--- src/rtl/sort_stats_if.sv ---
`default_nettype none
// ============================================================================
//  Module   : sort_stats_if
//  Brief    : Bundle of the sorted-burst input and the statistics result
//             signals exchanged between the sort_stats block and its
//             neighbours. The master side feeds words in and reads results;
//             the slave side is the statistics block itself.
//  Revision : 1.0  initial release
// ============================================================================
interface sort_stats_if #(
    parameter int N = 8,
    parameter int K = 32
);
    localparam int CW = $clog2(K + 1);

    logic              data_in_en;
    logic [N-1:0]      data_in;
    logic              busy;
    logic              stats_valid;
    logic [CW-1:0]     word_cnt;
    logic [N-1:0]      min_out;
    logic [N-1:0]      max_out;
    logic [N-1:0]      median_out;
    logic [N+CW-1:0]   sum_out;
    logic [CW-1:0]     dup_cnt;
    logic              order_err;
    logic              overflow;

    // Upstream sorter / reporting logic side
    modport master (
        output data_in_en, data_in,
        input  busy, stats_valid, word_cnt, min_out, max_out, median_out,
               sum_out, dup_cnt, order_err, overflow
    );

    // Statistics block side
    modport slave (
        input  data_in_en, data_in,
        output busy, stats_valid, word_cnt, min_out, max_out, median_out,
               sum_out, dup_cnt, order_err, overflow
    );
endinterface
`default_nettype wire

--- src/rtl/sort_stats.sv ---
`default_nettype none
// ============================================================================
//  Module   : sort_stats
//  Brief    : Captures one contiguous sorted burst, checks ascending order and
//             reports min, max, lower median, sum and adjacent-duplicate
//             count with a one-cycle valid pulse. Results hold until the
//             next report.
//  Revision : 1.0  initial release
// ============================================================================
module sort_stats #(
    parameter int N = 8,
    parameter int K = 32
) (
    input  wire logic   clk,
    input  wire logic   rst,
    sort_stats_if.slave bus
);
    localparam int CW = $clog2(K + 1);
    localparam int AW = $clog2(K);

    localparam logic [CW-1:0] C_ONE = CW'(1);
    localparam logic [CW-1:0] C_K   = CW'(K);

    typedef enum logic [1:0] {
        S_IDLE = 2'd0,
        S_CAPT = 2'd1,
        S_MED  = 2'd2,
        S_DONE = 2'd3
    } state_t;

    state_t            state_q, state_d;

    // Burst accumulators (private to the capture phase)
    logic [CW-1:0]     cnt_q, cnt_d;
    logic [N-1:0]      acc_min_q, acc_min_d;
    logic [N-1:0]      acc_max_q, acc_max_d;
    logic [N-1:0]      prev_q, prev_d;
    logic [N+CW-1:0]   acc_sum_q, acc_sum_d;
    logic [CW-1:0]     acc_dup_q, acc_dup_d;
    logic              acc_oerr_q, acc_oerr_d;
    logic              acc_ovf_q, acc_ovf_d;
    logic [N-1:0]      med_q, med_d;

    // Published results
    logic              busy_q, busy_d;
    logic              stats_valid_q, stats_valid_d;
    logic [CW-1:0]     word_cnt_q, word_cnt_d;
    logic [N-1:0]      min_out_q, min_out_d;
    logic [N-1:0]      max_out_q, max_out_d;
    logic [N-1:0]      median_out_q, median_out_d;
    logic [N+CW-1:0]   sum_out_q, sum_out_d;
    logic [CW-1:0]     dup_cnt_q, dup_cnt_d;
    logic              order_err_q, order_err_d;
    logic              overflow_q, overflow_d;

    // Word buffer: contents are never reset, only written while capturing
    logic [N-1:0]      buf_q [K];
    logic              buf_we;
    logic [AW-1:0]     buf_idx;
    logic [AW-1:0]     med_idx;

    // Next-state / datapath decode for the capture-median-report sequence
    always_comb begin
        state_d       = state_q;
        cnt_d         = cnt_q;
        acc_min_d     = acc_min_q;
        acc_max_d     = acc_max_q;
        prev_d        = prev_q;
        acc_sum_d     = acc_sum_q;
        acc_dup_d     = acc_dup_q;
        acc_oerr_d    = acc_oerr_q;
        acc_ovf_d     = acc_ovf_q;
        med_d         = med_q;
        busy_d        = busy_q;
        stats_valid_d = 1'b0;
        word_cnt_d    = word_cnt_q;
        min_out_d     = min_out_q;
        max_out_d     = max_out_q;
        median_out_d  = median_out_q;
        sum_out_d     = sum_out_q;
        dup_cnt_d     = dup_cnt_q;
        order_err_d   = order_err_q;
        overflow_d    = overflow_q;
        buf_we        = 1'b0;
        buf_idx       = AW'(cnt_q);
        // Lower median position; cnt is at least 1 whenever this is used
        med_idx       = AW'((cnt_q - C_ONE) >> 1);

        case (state_q)
            S_IDLE: begin
                if (bus.data_in_en) begin
                    buf_we     = 1'b1;
                    buf_idx    = '0;
                    cnt_d      = C_ONE;
                    acc_min_d  = bus.data_in;
                    acc_max_d  = bus.data_in;
                    prev_d     = bus.data_in;
                    acc_sum_d  = {{CW{1'b0}}, bus.data_in};
                    acc_dup_d  = '0;
                    acc_oerr_d = 1'b0;
                    acc_ovf_d  = 1'b0;
                    busy_d     = 1'b1;
                    state_d    = S_CAPT;
                end
            end
            S_CAPT: begin
                if (!bus.data_in_en) begin
                    state_d = S_MED;
                end else if (cnt_q < C_K) begin
                    buf_we    = 1'b1;
                    cnt_d     = cnt_q + C_ONE;
                    acc_sum_d = acc_sum_q + {{CW{1'b0}}, bus.data_in};
                    prev_d    = bus.data_in;
                    if (bus.data_in < acc_min_q) acc_min_d = bus.data_in;
                    if (bus.data_in > acc_max_q) acc_max_d = bus.data_in;
                    if (bus.data_in < prev_q)    acc_oerr_d = 1'b1;
                    if (bus.data_in == prev_q)   acc_dup_d = acc_dup_q + C_ONE;
                end else begin
                    // Buffer full: the word is dropped, stats cover the first K
                    acc_ovf_d = 1'b1;
                end
            end
            S_MED: begin
                med_d   = buf_q[med_idx];
                state_d = S_DONE;
            end
            S_DONE: begin
                word_cnt_d    = cnt_q;
                min_out_d     = acc_min_q;
                max_out_d     = acc_max_q;
                median_out_d  = med_q;
                sum_out_d     = acc_sum_q;
                dup_cnt_d     = acc_dup_q;
                order_err_d   = acc_oerr_q;
                overflow_d    = acc_ovf_q;
                stats_valid_d = 1'b1;
                busy_d        = 1'b0;
                state_d       = S_IDLE;
            end
            default: state_d = S_IDLE;
        endcase
    end

    // Control, accumulator and result registers with asynchronous clear
    always_ff @(posedge clk or posedge rst) begin
        if (rst) begin
            state_q       <= S_IDLE;
            cnt_q         <= '0;
            acc_min_q     <= '0;
            acc_max_q     <= '0;
            prev_q        <= '0;
            acc_sum_q     <= '0;
            acc_dup_q     <= '0;
            acc_oerr_q    <= 1'b0;
            acc_ovf_q     <= 1'b0;
            med_q         <= '0;
            busy_q        <= 1'b0;
            stats_valid_q <= 1'b0;
            word_cnt_q    <= '0;
            min_out_q     <= '0;
            max_out_q     <= '0;
            median_out_q  <= '0;
            sum_out_q     <= '0;
            dup_cnt_q     <= '0;
            order_err_q   <= 1'b0;
            overflow_q    <= 1'b0;
        end else begin
            state_q       <= state_d;
            cnt_q         <= cnt_d;
            acc_min_q     <= acc_min_d;
            acc_max_q     <= acc_max_d;
            prev_q        <= prev_d;
            acc_sum_q     <= acc_sum_d;
            acc_dup_q     <= acc_dup_d;
            acc_oerr_q    <= acc_oerr_d;
            acc_ovf_q     <= acc_ovf_d;
            med_q         <= med_d;
            busy_q        <= busy_d;
            stats_valid_q <= stats_valid_d;
            word_cnt_q    <= word_cnt_d;
            min_out_q     <= min_out_d;
            max_out_q     <= max_out_d;
            median_out_q  <= median_out_d;
            sum_out_q     <= sum_out_d;
            dup_cnt_q     <= dup_cnt_d;
            order_err_q   <= order_err_d;
            overflow_q    <= overflow_d;
        end
    end

    // Burst storage write port
    always_ff @(posedge clk) begin
        if (buf_we) begin
            buf_q[buf_idx] <= bus.data_in;
        end
    end

    assign bus.busy        = busy_q;
    assign bus.stats_valid = stats_valid_q;
    assign bus.word_cnt    = word_cnt_q;
    assign bus.min_out     = min_out_q;
    assign bus.max_out     = max_out_q;
    assign bus.median_out  = median_out_q;
    assign bus.sum_out     = sum_out_q;
    assign bus.dup_cnt     = dup_cnt_q;
    assign bus.order_err   = order_err_q;
    assign bus.overflow    = overflow_q;

endmodule
`default_nettype wire
--- src/flat_wrapper.sv ---
// flat-port wrapper written by rule: the top's interface ports become plain ports
module sort_stats_flat 
#(
    parameter int N = 8,
    parameter int K = 32
)
  (clk, rst, bus_data_in_en, bus_data_in, bus_busy, bus_stats_valid, bus_word_cnt, bus_min_out, bus_max_out, bus_median_out, bus_sum_out, bus_dup_cnt, bus_order_err, bus_overflow);
  sort_stats_if #(.N(N), .K(K)) bus_i ();
  input  wire logic clk;
  input  wire logic rst;
  input wire logic [$bits(bus_i.data_in_en)-1:0] bus_data_in_en;
  input wire logic [$bits(bus_i.data_in)-1:0] bus_data_in;
  output wire logic [$bits(bus_i.busy)-1:0] bus_busy;
  output wire logic [$bits(bus_i.stats_valid)-1:0] bus_stats_valid;
  output wire logic [$bits(bus_i.word_cnt)-1:0] bus_word_cnt;
  output wire logic [$bits(bus_i.min_out)-1:0] bus_min_out;
  output wire logic [$bits(bus_i.max_out)-1:0] bus_max_out;
  output wire logic [$bits(bus_i.median_out)-1:0] bus_median_out;
  output wire logic [$bits(bus_i.sum_out)-1:0] bus_sum_out;
  output wire logic [$bits(bus_i.dup_cnt)-1:0] bus_dup_cnt;
  output wire logic [$bits(bus_i.order_err)-1:0] bus_order_err;
  output wire logic [$bits(bus_i.overflow)-1:0] bus_overflow;
  assign bus_i.data_in_en = bus_data_in_en;
  assign bus_i.data_in = bus_data_in;
  assign bus_busy = bus_i.busy;
  assign bus_stats_valid = bus_i.stats_valid;
  assign bus_word_cnt = bus_i.word_cnt;
  assign bus_min_out = bus_i.min_out;
  assign bus_max_out = bus_i.max_out;
  assign bus_median_out = bus_i.median_out;
  assign bus_sum_out = bus_i.sum_out;
  assign bus_dup_cnt = bus_i.dup_cnt;
  assign bus_order_err = bus_i.order_err;
  assign bus_overflow = bus_i.overflow;
  sort_stats #(.N(N), .K(K)) u_core (.clk(clk), .rst(rst), .bus(bus_i));
endmodule
--- config.mk ---
export PLATFORM = sky130hd
export DESIGN_NAME = sort_stats_flat
export DESIGN_NICKNAME = d
export VERILOG_FILES = /design/src/rtl/sort_stats_if.sv /design/src/rtl/sort_stats.sv /design/src/flat_wrapper.sv
export SDC_FILE = /design/constraint.sdc
export NUM_CORES = 1
export LEC_CHECK = 0
export BUFFER_PORTS_ARGS = -buffer_cell sky130_fd_sc_hd__buf_2
export CAP_MARGIN = 20
export CORE_MARGIN = 2
export CORE_UTILIZATION = 60
export CTS_CLUSTER_SIZE = 14
export DETAILED_ROUTE_END_ITERATION = 16
export PLACE_DENSITY = 0.85
export SYNTH_ARGS = -nofsm -noshare
export SYNTH_HDL_FRONTEND = slang
export SYNTH_SLANG_ARGS = --single-unit
--- constraint.sdc ---
create_clock -name clk -period 4.6 [get_ports clk]
set_clock_uncertainty 0.05 [all_clocks]
set_input_delay 0.69 -clock clk [delete_from_list [all_inputs] [get_ports clk]]
set_output_delay 0.69 -clock clk [all_outputs]
set_load 0.1 [all_outputs]
==> summary.md <==
| Metric | Value |
|---|---|
| Inserted Diodes | 0 |
| Worst-path clk slew | 0.06 ns |
| Mapped Area | 15,900 µm² |
| Port bufs | 64 |
| Grt total ovfl | 0 |
| HPWL Detailed | 22,500 µm |
| Synthesized area per cell | 15.5 µm² |
| Max VDD drop | 0.000758 V |
| Largest net degree at the start of global routing | 49 |
| Layout Nets | 1,157 |
| Met3 Use GR | 5.09% |
| Worst slew margin | 34.0% |
| Min-Delay Path Class | in -> async |
| Clock Latency Late Sink | 0.52 ns |
| Total track usage | 26.6% |
| CP endpoint kind | flip-flop |
| Hold violation count in the final report | 0 |
| Post-synth EDFFs | 256 |
| Power, Total | 13.3 mW |
| Yosys top cell by area | edfxtp_1 |
| RSZ-0062 raised after global routing | false |
| Final Cycle Share | 75.6% |
| Chip height | 167 µm |
| Post-CTS setup buffers | 0 |
| Vias/cell | 6.52 |
| Area contributors post-synth | edfxtp_1, dfrtp_1, mux4_2 |
| Setup CP Type | reg -> reg |
| Yosys reg bits | 372 |
| Slew Viols, Final | 0 |
| GRT Max-Usage Layer | met2 |
| Clock sink count | 372 |
| Status | complete, no violations |
| Initial Util | 61.1% |
| Hold-fix buffers, CTS | 0 |
| Slew @ Worst Pin | 0.987 ns |
| Final GP Congestion | 0.817 |
| Post-synthesis compound-gate area fraction | 5.46% |
| Sum Neg Setup Slack | 0 ns |
| WL final | 36,200 µm |
| Root Driver | clkbuf_16 |
| Post-synth ARST share | 31.2% |
| CTS H-tree depth | 2 |
| Synth Area in XOR/XNOR | 1.15% |
| Syn Nets | 1,079 |
| 1st-iter DRT viols | 894 |
| DIE WIDTH | 167 µm |
| Reg area | 10,600 µm² |
| Startpoint Class | flip-flop |
| Via count | 9,594 |
| Rows | 59 |
| Grt met2 use | 43.4% |
| Max Cap Violations | 0 |
| Dpl cell area | 16,600 µm² |
| Post-synthesis mux area share | 14.1% |
| Post_cts resized | 0 |
| Post-synthesis cell type count | 56 |
| Core area | 26,100 µm² |
| Number of CTS-inserted buffers | 38 |
| Detailed-route DRC error count | 0 |
| Antenna viol nets, final | 0 |
| CP max FO | 34 |
| Global-route wire length before repair | 56,900 µm |
| Multi-input logic area | 5000 µm² |
| Synth warn | 0 |
| Register area share after synthesis | 66.6% |
| LEAKAGE | 6.74 nW |
| Largest family of logic cells by synthesized area | multiplexers |
| Cells after Synth | 1,029 |
| GR Layer Usage met1 | 36.8% |
| Critical path arrival | 3.79 ns |
| TritonCTS clock tree | done |
| Fmax achieved | 288 MHz |
| Ports | 65 |
| Simple-gate share of the synthesized area | 7.48% |
| Synth top area share | 48.3% |
| Longest Clk Path Bufs | 3 |
| Post-route cell area | 17,900 µm² |
| First-pass DRT Iterations | 5 |
| Area grow syn2layout | 12.7% |
| Final setup violation count | 0 |
| Worst hold slack | 0.108 ns |
| Fillers | 1,614 |
| DIE AREA | 27,800 µm² |
| Post-Synth Adder-Cell Area | 3.11% |
| Synth Flop Type | edfxtp_1 |
| Core Util, Final | 68.8% |
| Share of cells above drive strength 1 | 23.7% |
| CP required | 4.92 ns |
| Tmin final | 3.48 ns |
| Drt wl/cell | 24.6 µm |
| Vias in the first global route | 9,812 |
| PD cells | 740 nW/µm² |
| Antenna violations before repair | 1 |
-- cell usage after synthesis, types with 4 or more instances --
cell         n
dfrtp_1    116
a22o_1       8
edfxtp_1   256
a21oi_1     21
a2111oi_1    8
a21o_1       7
nand2_1     75
o211ai_1     4
or3_1        9
nor3b_1      4
a211o_1      7
nand3_1     38
nor3_1       5
a31oi_1      4
buf_2        9
nand2b_1     6
nor2_1      77
a222oi_1     6
buf_4        4
and3_1      19
mux2i_1     21
buf_1        6
o31ai_1      6
ha_1        38
mux2_2      52
mux4_2      64
o21ai_0     29
nor2b_1      7
xnor2_1      9
nand4_1     10
inv_1       31
a2111oi_0    8
xor2_1      10
clkbuf_1    26
-- flip-flops by register name, summed over array words and instances, names as in the netlist, 2 cells and up --
signal and count:
u_core.acc_min_q 8, u_core.med_q 8, u_core.bus.min_out 8, u_core.acc_max_q 8
u_core.state_q 2, u_core.bus.max_out 8, u_core.buf_q 256, u_core.acc_dup_q 6
u_core.bus.sum_out 14, u_core.acc_sum_q 14, u_core.bus.dup_cnt 6, u_core.cnt_q 6
u_core.bus.median_out 8, u_core.prev_q 8, u_core.bus.word_cnt 6
-- path summary, 6_finish.rpt --
path / startpoint / to / slack (ns) / cells past startpoint
worst max-delay path: u_core.cnt_q[0] / u_core.med_q[3] / 1.12 / 7
worst min-delay path: rst / u_core.bus.sum_out[12] / 0.11 / 2
min in group clk: u_core.bus.median_out[2] / u_core.bus.median_out[2] / 0.45 / 1
worst max register to register: u_core.cnt_q[0] / u_core.med_q[3] / 1.12 / 7
worst min register to register: u_core.bus.median_out[2] / u_core.bus.median_out[2] / 0.45 / 1
max in group asynchronous: rst / u_core.bus.median_out[0] / 3.36 / 3
-- per-layer routing --
layer | part of all wire [%] | vias up
met5 | 0.036 | -
met3 | 8.5 | 81
li1 | - | 4113
met1 | 40 | 4881
met4 | 2.7 | 2
met2 | 49 | 517
-- cell usage in the layout, fill, tap and decap left out, types with 9 or more instances in the layout --
master,netlist,final
ha_1,38,36
nand3_1,38,38
nor2_1,77,76
a21oi_1,21,21
buf_4,4,22
buf_2,9,64
clkbuf_16,0,41
mux4_2,64,64
nand4_1,10,10
and3_1,19,19
xor2_1,10,10
edfxtp_1,256,256
mux2_2,52,52
or3_1,9,9
xnor2_1,9,9
nand2_1,75,75
dfrtp_1,116,116
mux2i_1,21,21
o21ai_0,29,29
inv_1,31,30
-- where the power goes --
| group | switching, mW | internal (mW) |
|---|---|---|
| Clock | 1.27 | 1.94 |
| Sequential | 0.309 | 4.04 |
| Combinational | 3.71 | 2.01 |
| Total | 5.29 | 7.99 |
-- kinds of logic (layout without fill, tap and decap cells) --
kind of cell / count (synthesis) / in the layout
compound gates: 124 / 124
xor+xnor: 20 / 20
fa+ha+maj: 39 / 39
buf+inv: 80 / 188
flops: 372 / 372
mux: 137 / 137
simple gates: 257 / 257
-- critical path, cell delays in order (launching register included) --
cell,delay (ns)
dfrtp_1,0.58
inv_1,0.19
ha_4,0.76
buf_4,0.42
mux4_2,0.55
and3_1,0.19
a2111oi_0,0.43
a2111oi_1,0.12
-- metrics by stage --
stage | setup slack, ns | cells
after global placement | 1.31 | 1402
after CTS | 1.10 | 1472
after detailed placement | 1.21 | 1402
after global routing | 0.891 | 1472
after floorplan | 0.788 | 1029
final | 1.12 | 1472
-- final cells by class --
cell class                      count  share of cell area, %
Timing Repair Buffer               86                   2.71
Sequential cell                   372                   59.1
Inverter                           32                  0.684
Clock inverter                     21                   1.32
Tap cell                          335                   2.34
Clock buffer                       49                   6.00
Multi-Input combinational cell    577                   27.9
(Power assumes the default switching activity.)
